$ cat src/rtl/muldiv_if.sv
// muldiv_if: request/response bundle between issue logic and the multiply/divide unit
interface muldiv_if #(parameter int XLEN = 32);
  logic            start;
  logic [2:0]      funct3;
  logic [XLEN-1:0] rs1_data;
  logic [XLEN-1:0] rs2_data;
  logic [4:0]      rd_in;
  logic            busy;
  logic            done;
  logic [XLEN-1:0] result;
  logic [4:0]      rd_out;
  modport master (output start, funct3, rs1_data, rs2_data, rd_in, input busy, done, result, rd_out);
  modport slave (input start, funct3, rs1_data, rs2_data, rd_in, output busy, done, result, rd_out);
endinterface

$ cat src/rtl/muldiv_unit.sv
// muldiv_unit: iterative RV32M multiply/divide; MULDIV_EARLY_OUT_EN lets div-by-zero/overflow skip the iterations
module muldiv_unit #(parameter int XLEN = 32) (
  input logic    clk,
  input logic    reset,
  muldiv_if.slave bus
);
  typedef enum logic [1:0] {IDLE, CALC, FIN} state_t;
  state_t            state, state_nx;
  logic [2:0]        op;
  logic [4:0]        rd;
  logic [4:0]        cnt;
  logic              sa, sb, dz, ovf;
  logic [XLEN-1:0]   a_raw, b_mag;
  logic [2*XLEN-1:0] acc;
  logic              in_div, in_sa, in_sb, in_dz, in_ovf, skip;
  logic [XLEN-1:0]   in_a_mag, in_b_mag;
  logic [XLEN:0]     mul_sum, div_sh;
  logic [XLEN+1:0]   div_diff;
  logic [2*XLEN-1:0] mul_nx, div_nx, prod;
  logic [XLEN-1:0]   quo, rem, fin_res;
  // decode the incoming request: operand signedness, magnitudes and special divide cases
  always_comb begin
    in_div   = bus.funct3[2];
    in_sa    = bus.rs1_data[XLEN-1] & (in_div ? ~bus.funct3[0] : bus.funct3[1] ^ bus.funct3[0]);
    in_sb    = bus.rs2_data[XLEN-1] & (in_div ? ~bus.funct3[0] : bus.funct3[1:0] == 2'b01);
    in_a_mag = in_sa ? -bus.rs1_data : bus.rs1_data;
    in_b_mag = in_sb ? -bus.rs2_data : bus.rs2_data;
    in_dz    = in_div & (bus.rs2_data == '0);
    in_ovf   = in_div & ~bus.funct3[0] & (bus.rs1_data == {1'b1, {(XLEN-1){1'b0}}}) & (&bus.rs2_data);
`ifdef MULDIV_EARLY_OUT_EN
    skip     = in_dz | in_ovf;
`else
    skip     = 1'b0;
`endif
  end
  // state register
  always_ff @(posedge clk or posedge reset)
    if (reset) state <= IDLE;
    else state <= state_nx;
  // next state: 32 iterations in CALC, one correction cycle in FIN
  always_comb
    state_nx = state == IDLE ? (bus.start ? (skip ? FIN : CALC) : IDLE) :
               state == CALC ? (&cnt ? FIN : CALC) : IDLE;
  // outputs decoded from state
  always_comb bus.busy = state != IDLE;
  // one iteration step: acc low half holds multiplier/dividend bits, high half the partial product/remainder
  always_comb begin
    mul_sum  = {1'b0, acc[2*XLEN-1:XLEN]} + {1'b0, acc[0] ? b_mag : {XLEN{1'b0}}};
    mul_nx   = {mul_sum, acc[XLEN-1:1]};
    div_sh   = acc[2*XLEN-1:XLEN-1];
    div_diff = {1'b0, div_sh} - {2'b0, b_mag};
    div_nx   = div_diff[XLEN+1] ? {div_sh[XLEN-1:0], acc[XLEN-2:0], 1'b0} : {div_diff[XLEN-1:0], acc[XLEN-2:0], 1'b1};
  end
  // final sign correction and special-case override
  always_comb begin
    prod    = (sa ^ sb) ? -acc : acc;
    quo     = (sa ^ sb) ? -acc[XLEN-1:0] : acc[XLEN-1:0];
    rem     = sa ? -acc[2*XLEN-1:XLEN] : acc[2*XLEN-1:XLEN];
    fin_res = dz ? (op[1] ? a_raw : {XLEN{1'b1}}) :
              ovf ? (op[1] ? {XLEN{1'b0}} : {1'b1, {(XLEN-1){1'b0}}}) :
              op[2] ? (op[1] ? rem : quo) :
              (op[1:0] == 2'b00 ? prod[XLEN-1:0] : prod[2*XLEN-1:XLEN]);
  end
  // datapath: capture on accepted start, iterate in CALC, publish in FIN
  always_ff @(posedge clk or posedge reset)
    if (reset) begin
      op         <= '0;
      rd         <= '0;
      cnt        <= '0;
      sa         <= 1'b0;
      sb         <= 1'b0;
      dz         <= 1'b0;
      ovf        <= 1'b0;
      a_raw      <= '0;
      b_mag      <= '0;
      acc        <= '0;
      bus.done   <= 1'b0;
      bus.result <= '0;
      bus.rd_out <= '0;
    end else begin
      bus.done <= state == FIN;
      if (state == IDLE && bus.start) begin
        op    <= bus.funct3;
        rd    <= bus.rd_in;
        cnt   <= '0;
        sa    <= in_sa;
        sb    <= in_sb;
        dz    <= in_dz;
        ovf   <= in_ovf;
        a_raw <= bus.rs1_data;
        b_mag <= in_b_mag;
        acc   <= {{XLEN{1'b0}}, in_a_mag};
      end
      if (state == CALC) begin
        acc <= op[2] ? div_nx : mul_nx;
        cnt <= cnt + 5'd1;
      end
      if (state == FIN) begin
        bus.result <= fin_res;
        bus.rd_out <= rd;
      end
    end
endmodule

$ cat src/flat_wrapper.sv
// flat-port wrapper written by rule: the top's interface ports become plain ports
module muldiv_unit_flat 
#(parameter int XLEN = 32)
  (clk, reset, bus_start, bus_funct3, bus_rs1_data, bus_rs2_data, bus_rd_in, bus_busy, bus_done, bus_result, bus_rd_out);
  muldiv_if #(.XLEN(XLEN)) bus_i ();
  input logic clk;
  input logic reset;
  input wire logic [$bits(bus_i.start)-1:0] bus_start;
  input wire logic [$bits(bus_i.funct3)-1:0] bus_funct3;
  input wire logic [$bits(bus_i.rs1_data)-1:0] bus_rs1_data;
  input wire logic [$bits(bus_i.rs2_data)-1:0] bus_rs2_data;
  input wire logic [$bits(bus_i.rd_in)-1:0] bus_rd_in;
  output wire logic [$bits(bus_i.busy)-1:0] bus_busy;
  output wire logic [$bits(bus_i.done)-1:0] bus_done;
  output wire logic [$bits(bus_i.result)-1:0] bus_result;
  output wire logic [$bits(bus_i.rd_out)-1:0] bus_rd_out;
  assign bus_i.start = bus_start;
  assign bus_i.funct3 = bus_funct3;
  assign bus_i.rs1_data = bus_rs1_data;
  assign bus_i.rs2_data = bus_rs2_data;
  assign bus_i.rd_in = bus_rd_in;
  assign bus_busy = bus_i.busy;
  assign bus_done = bus_i.done;
  assign bus_result = bus_i.result;
  assign bus_rd_out = bus_i.rd_out;
  muldiv_unit #(.XLEN(XLEN)) u_core (.clk(clk), .reset(reset), .bus(bus_i));
endmodule
$ cat config.mk
export PLATFORM = sky130hd
export DESIGN_NAME = muldiv_unit_flat
export DESIGN_NICKNAME = d
export VERILOG_FILES = /design/src/rtl/muldiv_if.sv /design/src/rtl/muldiv_unit.sv /design/src/flat_wrapper.sv
export SDC_FILE = /design/constraint.sdc
export NUM_CORES = 1
export LEC_CHECK = 0
export BUFFER_PORTS_ARGS = -buffer_cell sky130_fd_sc_hd__buf_2
export CORE_ASPECT_RATIO = 1.25
export CORE_MARGIN = 1.5
export CORE_UTILIZATION = 55
export DETAILED_ROUTE_END_ITERATION = 7
export HOLD_SLACK_MARGIN = 0.08
export PLACE_DENSITY = 0.74
export SLEW_MARGIN = 10
export SYNTH_ARGS = -nofsm -noshare
export SYNTH_HDL_FRONTEND = slang
export SYNTH_SLANG_ARGS = --single-unit
$ cat constraint.sdc
create_clock -name clk -period 7.49 [get_ports clk]
set_input_delay 0.749 -clock clk [delete_from_list [all_inputs] [get_ports clk]]
set_output_delay 0.749 -clock clk [all_outputs]
set_load 0.01 [all_outputs]
# ---- Word level (Yosys, flattened, before mapping)
# Index checks and enable logic that the tools add are counted.
dict set report op_classes {
  add_sub_neg 8
  eq_ne 4
  muxes 25
  bitwise 9
  n_reduce_logical 8
}
# op n
set ops {}
lappend ops {{32-bit 2-to-1 mux} 12}
lappend ops {{64-bit 2-to-1 mux} 5}
lappend ops {{32-bit negation} 4}
lappend ops {{64-bit negation} 1}
lappend ops {{33-bit by 32-bit subtractor with 34-bit output} 1}
lappend ops {{32-bit by 32-bit adder with 33-bit output} 1}
lappend ops {{32-bit == test (second input constant)} 1}
lappend ops {{32-bit logical NOT} 1}
lappend ops {{32-bit AND reduction} 1}
lappend ops {{5-bit 2-to-1 mux} 2}
lappend ops {{1-bit bitwise AND} 6}
lappend ops {{2-bit 2-to-1 mux} 3}
lappend ops {{5-bit by 1-bit adder with 5-bit output (second input constant)} 1}
lappend ops {{5-bit AND reduction} 1}
lappend ops {{2-bit by 1-bit == test with 1-bit output (second input constant)} 2}
lappend ops {{2-bit logical NOT} 2}
lappend ops {{2-bit nonzero test} 2}
lappend ops {{1-bit 2-to-1 mux} 3}
lappend ops {{2-bit == test (second input constant)} 1}
lappend ops {{1-bit bitwise XOR} 2}
lappend ops {{1-bit logical AND} 1}
lappend ops {{1-bit inverter} 1}
dict set report totals {
  ff_bits 185
  input_bits 75
  output_inout_bits 39
  wordCells 68
}

# ---- Longest topological paths before layout
dict set report logic_depth {
  ltp_word 6
  mapped_depth 16
}

# ---- Worst setup path before layout
# No wires, ideal clock.
dict set report synth_path {
  path_kind {reg2reg}
  startpoint {reg u_core.acc[0]}
  endpoint {reg u_core.acc[61]}
  setup_ns 0.135
  t_arrival_ns 3.283
  setup_slack_ns 4.072
  path_stages_with_launch 16
  period_less_slack_ns 3.418
  cell_sequence {dfrtp_1 -> clkbuf_1 -> inv_1 -> clkbuf_1 -> nor2_1 -> ha_1 -> o21ai_0 -> a21oi_1 -> o31a_1 -> o41ai_1 -> o31ai_1 -> a31oi_1 -> o21ai_0 -> xor2_1 -> a32oi_1 -> o21ai_0}
}
dict set report synth_via {
  elab_chain_cells 4
}
# element line
set synth_rtl {}
lappend synth_rtl {{from (decl)} muldiv_unit.sv:14} ;# logic [2*XLEN-1:0] acc;
lappend synth_rtl {{from (signal assigned)} muldiv_unit.sv:92} ;# acc <= {{XLEN{1'b0}}, in_a_mag};
lappend synth_rtl {{from (signal assigned)} muldiv_unit.sv:95} ;# acc <= op[2] ? div_nx : mul_nx;
lappend synth_rtl {{32-bit 2-to-1 mux} muldiv_unit.sv:48} ;# mul_sum = {1'b0, acc[2*XLEN-1:XLEN]} + {1'b0, acc[0] ? b_mag : {XLEN{1'b0}}};
lappend synth_rtl {{32-bit by 32-bit adder with 33-bit output} muldiv_unit.sv:48}
lappend synth_rtl {{64-bit 2-to-1 mux} muldiv_unit.sv:95}
lappend synth_rtl {{64-bit 2-to-1 mux} muldiv_unit.sv:94} ;# if (state == CALC) begin
# Every way passes these cells.
# A chain may end at the register's enable or synchronous reset.

# ---- Worst setup path after layout
dict set report layout_path {
  startpoint {reg u_core.acc[0]}
  endpoint {reg u_core.acc[57]}
}
# Same word-level chain as after synthesis.

==> flow_summary.toml <==
[run_status]
status = "complete, no violations"

[critical_path]
critPathKind = "reg -> reg"
crit_end = "u_core.acc[57]"
critical_path.max_fanout = 31
crit_required_ps = 7850
critPathArrivalTime_ps = 4900
rr_startpoint = "u_core.acc[0]"
r2r_setup_slack_ps = 2960
crit_start = "u_core.acc[0]"
r2r_end = "u_core.acc[57]"
rr_worst_depth = 12
end_kind = "register"
start_kind = "register"

[synthesis]
synth_mux_area_frac = 0.0306
synth-compound-area-share = 0.252
synthFlopType = "dfrtp_1"
netlist_area_um2 = 15800
async_flop_share = 1.00
yosys_register_bits = 185
synth_edf_count = 0
synth_cells = 2041
synth-adder-area-share = 0.0597
synth_xor_area_frac = 0.104
syn_area_per_cell_um2 = 7.72
ys_seq_area_frac = 0.294
synth_fp_nets = 2190
synth_warnings = 0
yosys.cell_types.count = 91
synth_top_family_by_area = "compound AO/OA/AOI/OAI gates"
yosys.area_share.simple = 0.203

[sta]
setup_viol = 0
fmax_ghz = 0.221
worstMarginPinSlew_ps = 1230
finClkSkew_ps = 12.2
drv_slew = 0
whs_ps = 410
rsz0062_at_grt = "no"
period_share = 0.605
finalHoldViolations = 0
finalSetupTns_ps = 0
post-route-min-period_ps = 4530
slew_headroom = 0.177

[layout]
multi_input_area_um2 = 10300
synthToLayoutAreaGrowth_pct = 7.17
register_area_um2 = 4630
layout-drive-gt1-share = 0.100
nNetsFinal = 2198
final_cell_mix = "nand2_1 (315), o21ai_0 (234), dfrtp_1 (184)"
final_common_cell = "nand2_1"
nFillCells = 2638

[die]
die-width_um = 154
coreArea_um2 = 28300
rows = 69
start_util = 0.557
dieHeight_um = 192
num_io_pins = 114
dieArea_um2 = 29700

[routing]
wirelength_met1_mm = 21.2
first_pass_iters = 7
wl_per_cell_um = 22.0
drt_wl_total_mm = 53.1
postRouteAntennaNets = 0
drc = 0
wl_met2_mm = 25.1
route.met3.wl_mm = 3.11
top_layer = "met4"
drt_iter0_drc = 1203
viasPerCell = 6.40
vias = 15500

[global_route]
grt_overflow_total = 0
grt_pass1_wl_mm = 83.3
antenna_found_initial = 1
grt_max_degree = 110
track_usage = 0.363
grt_pass1_vias = 14900

[worst_hold_path]
min_path_type = "in -> async"

[place]
routabilityCongestion = 1.00
dpl.hpwl_mm = 39.1
io_buffers = 113

[clock_network]
postCtsHoldBufs = 0
cts_tree = "done"
cts_setup_buffers = 0
clk_path_buf_depth = 2
clk_latency_ps = 450
cts_sinks = 185
path_clk_slew_ps = 70
cts_root_buffer = "clkbuf_16"
numCtsBuffers = 17
cts_resized = 0
ctsHtreeMaxLevel = 4

[power_and_ir_drop]
ir_drop_mv = 0.181
power_leakage_uw = 0.00747
power_density_nw_per_um2 = 514
switching_share = 0.529
seqPwrFrac = 0.237
comb_power_share = 0.656
p_int_uw = 4090
power_switching_uw = 4590
pwr-share-clk = 0.107

[job]
cap_violations = 0
[cells in the mapped netlist (9+ instances only)]
| cell type | instances | area (µm²) |
|---|---|---|
| a221oi_1 | 16 | 140 |
| or3_1 | 18 | 113 |
| o221ai_1 | 18 | 158 |
| inv_1 | 66 | 248 |
| o31ai_1 | 22 | 165 |
| nor4_1 | 12 | 75.1 |
| dfrtp_1 | 185 | 4630 |
| o211ai_1 | 48 | 360 |
| a21o_1 | 29 | 218 |
| nor3_1 | 29 | 145 |
| xor2_1 | 94 | 823 |
| o21ai_0 | 234 | 1170 |
| a21oi_1 | 146 | 731 |
| a211o_1 | 9 | 78.8 |
| nor2_1 | 176 | 661 |
| a211oi_1 | 16 | 120 |
| nand2b_1 | 17 | 106 |
| nand3_1 | 35 | 175 |
| a31oi_1 | 18 | 113 |
| nand4_1 | 24 | 150 |
| clkbuf_1 | 106 | 398 |
| o41ai_1 | 15 | 131 |
| mux2i_1 | 47 | 470 |
| xnor2_1 | 94 | 823 |
| and2_1 | 10 | 62.6 |
| nand2_1 | 316 | 1190 |
| ha_1 | 72 | 901 |
| o22ai_1 | 10 | 62.6 |
| buf_2 | 11 | 55.1 |
| and3_1 | 12 | 75.1 |
[registers in the layout, summed over array words and instances, names as in the netlist]
register	cells
u_core.a_raw	32
u_core.sb	1
u_core.state	2
u_core.bus.done	1
u_core.acc	64
u_core.op	3
u_core.dz	1
u_core.sa	1
u_core.rd	5
u_core.b_mag	32
u_core.bus.rd_out	5
u_core.ovf	1
u_core.cnt	5
u_core.bus.result	32
[cells by family after synthesis]
logic type / count (synthesis)
AOI/OAI and AO/OA: 640
DFF: 185
and+or+nand+nor: 698
muxes: 48
xor gates and xnor gates: 188
buffers and inverters: 208
adders and majority gates: 74
[metrics by stage]
stage          setup slack (ps)  instances   util  cell area [µm²]  total power [µW]
5_1_grt                    2750       2417  0.597            16900              9330
2_1_floorplan              1710       2041      -            15800              6160
3_3_place_gp               3240       2385  0.576            16300              7470
3_5_place_dp               3130       2385  0.576            16300              7580
6_report                   2960       2417  0.597            16900              8680
4_1_cts                    3110       2416  0.597            16900              8550
[layer usage]
layer | track usage | vias to the layer above
met2 | 0.614 | 664
met5 | 0 | -
met4 | 0.232 | 0
met3 | 0.0377 | 145
li1 | - | 7279
met1 | 0.444 | 7390
[critical path: stages (launching register included)]
cell,delay (ps)
dfrtp_1,470
inv_1,730
nor2_1,120
ha_1,380
o21ai_0,240
a21oi_1,120
o31a_1,290
o41ai_1,810
o311ai_0,500
a41oi_1,380
xnor2_1,150
o21ai_0,90
o21ai_0,170
[worst min-delay path by stage]
stage                               start                   end  cells after the start
final                               reset        u_core.acc[56]                      2
after CTS                    u_core.rd[2]  u_core.bus.rd_out[2]                      2
after detailed placement     u_core.rd[2]  u_core.bus.rd_out[2]                      2
after floorplan              u_core.rd[0]  u_core.bus.rd_out[0]                      2
after global placement       u_core.rd[0]  u_core.bus.rd_out[0]                      2
after global routing      u_core.a_raw[4]       u_core.a_raw[4]                      2
[layout make-up]
cell class,instances,share of cell area
multi-input combinational,1648,0.608
sequential,185,0.274
timing repair buffer,131,0.0415
tap,355,0.0263
clock buffer,17,0.0252
inverter,66,0.0151
clock inverter,14,0.00963
antenna,1,0.000148
[power by group through the flow]
stage | clock (µW) | combinational, µW | sequential [µW]
floorplan | 0 | 4450 | 1700
global placement | 0 | 5450 | 2020
detailed placement | 0 | 5540 | 2040
CTS | 937 | 5590 | 2020
global route | 976 | 6250 | 2100
finish | 929 | 5690 | 2060
Note: power is estimated with default switching activity, not from simulation.
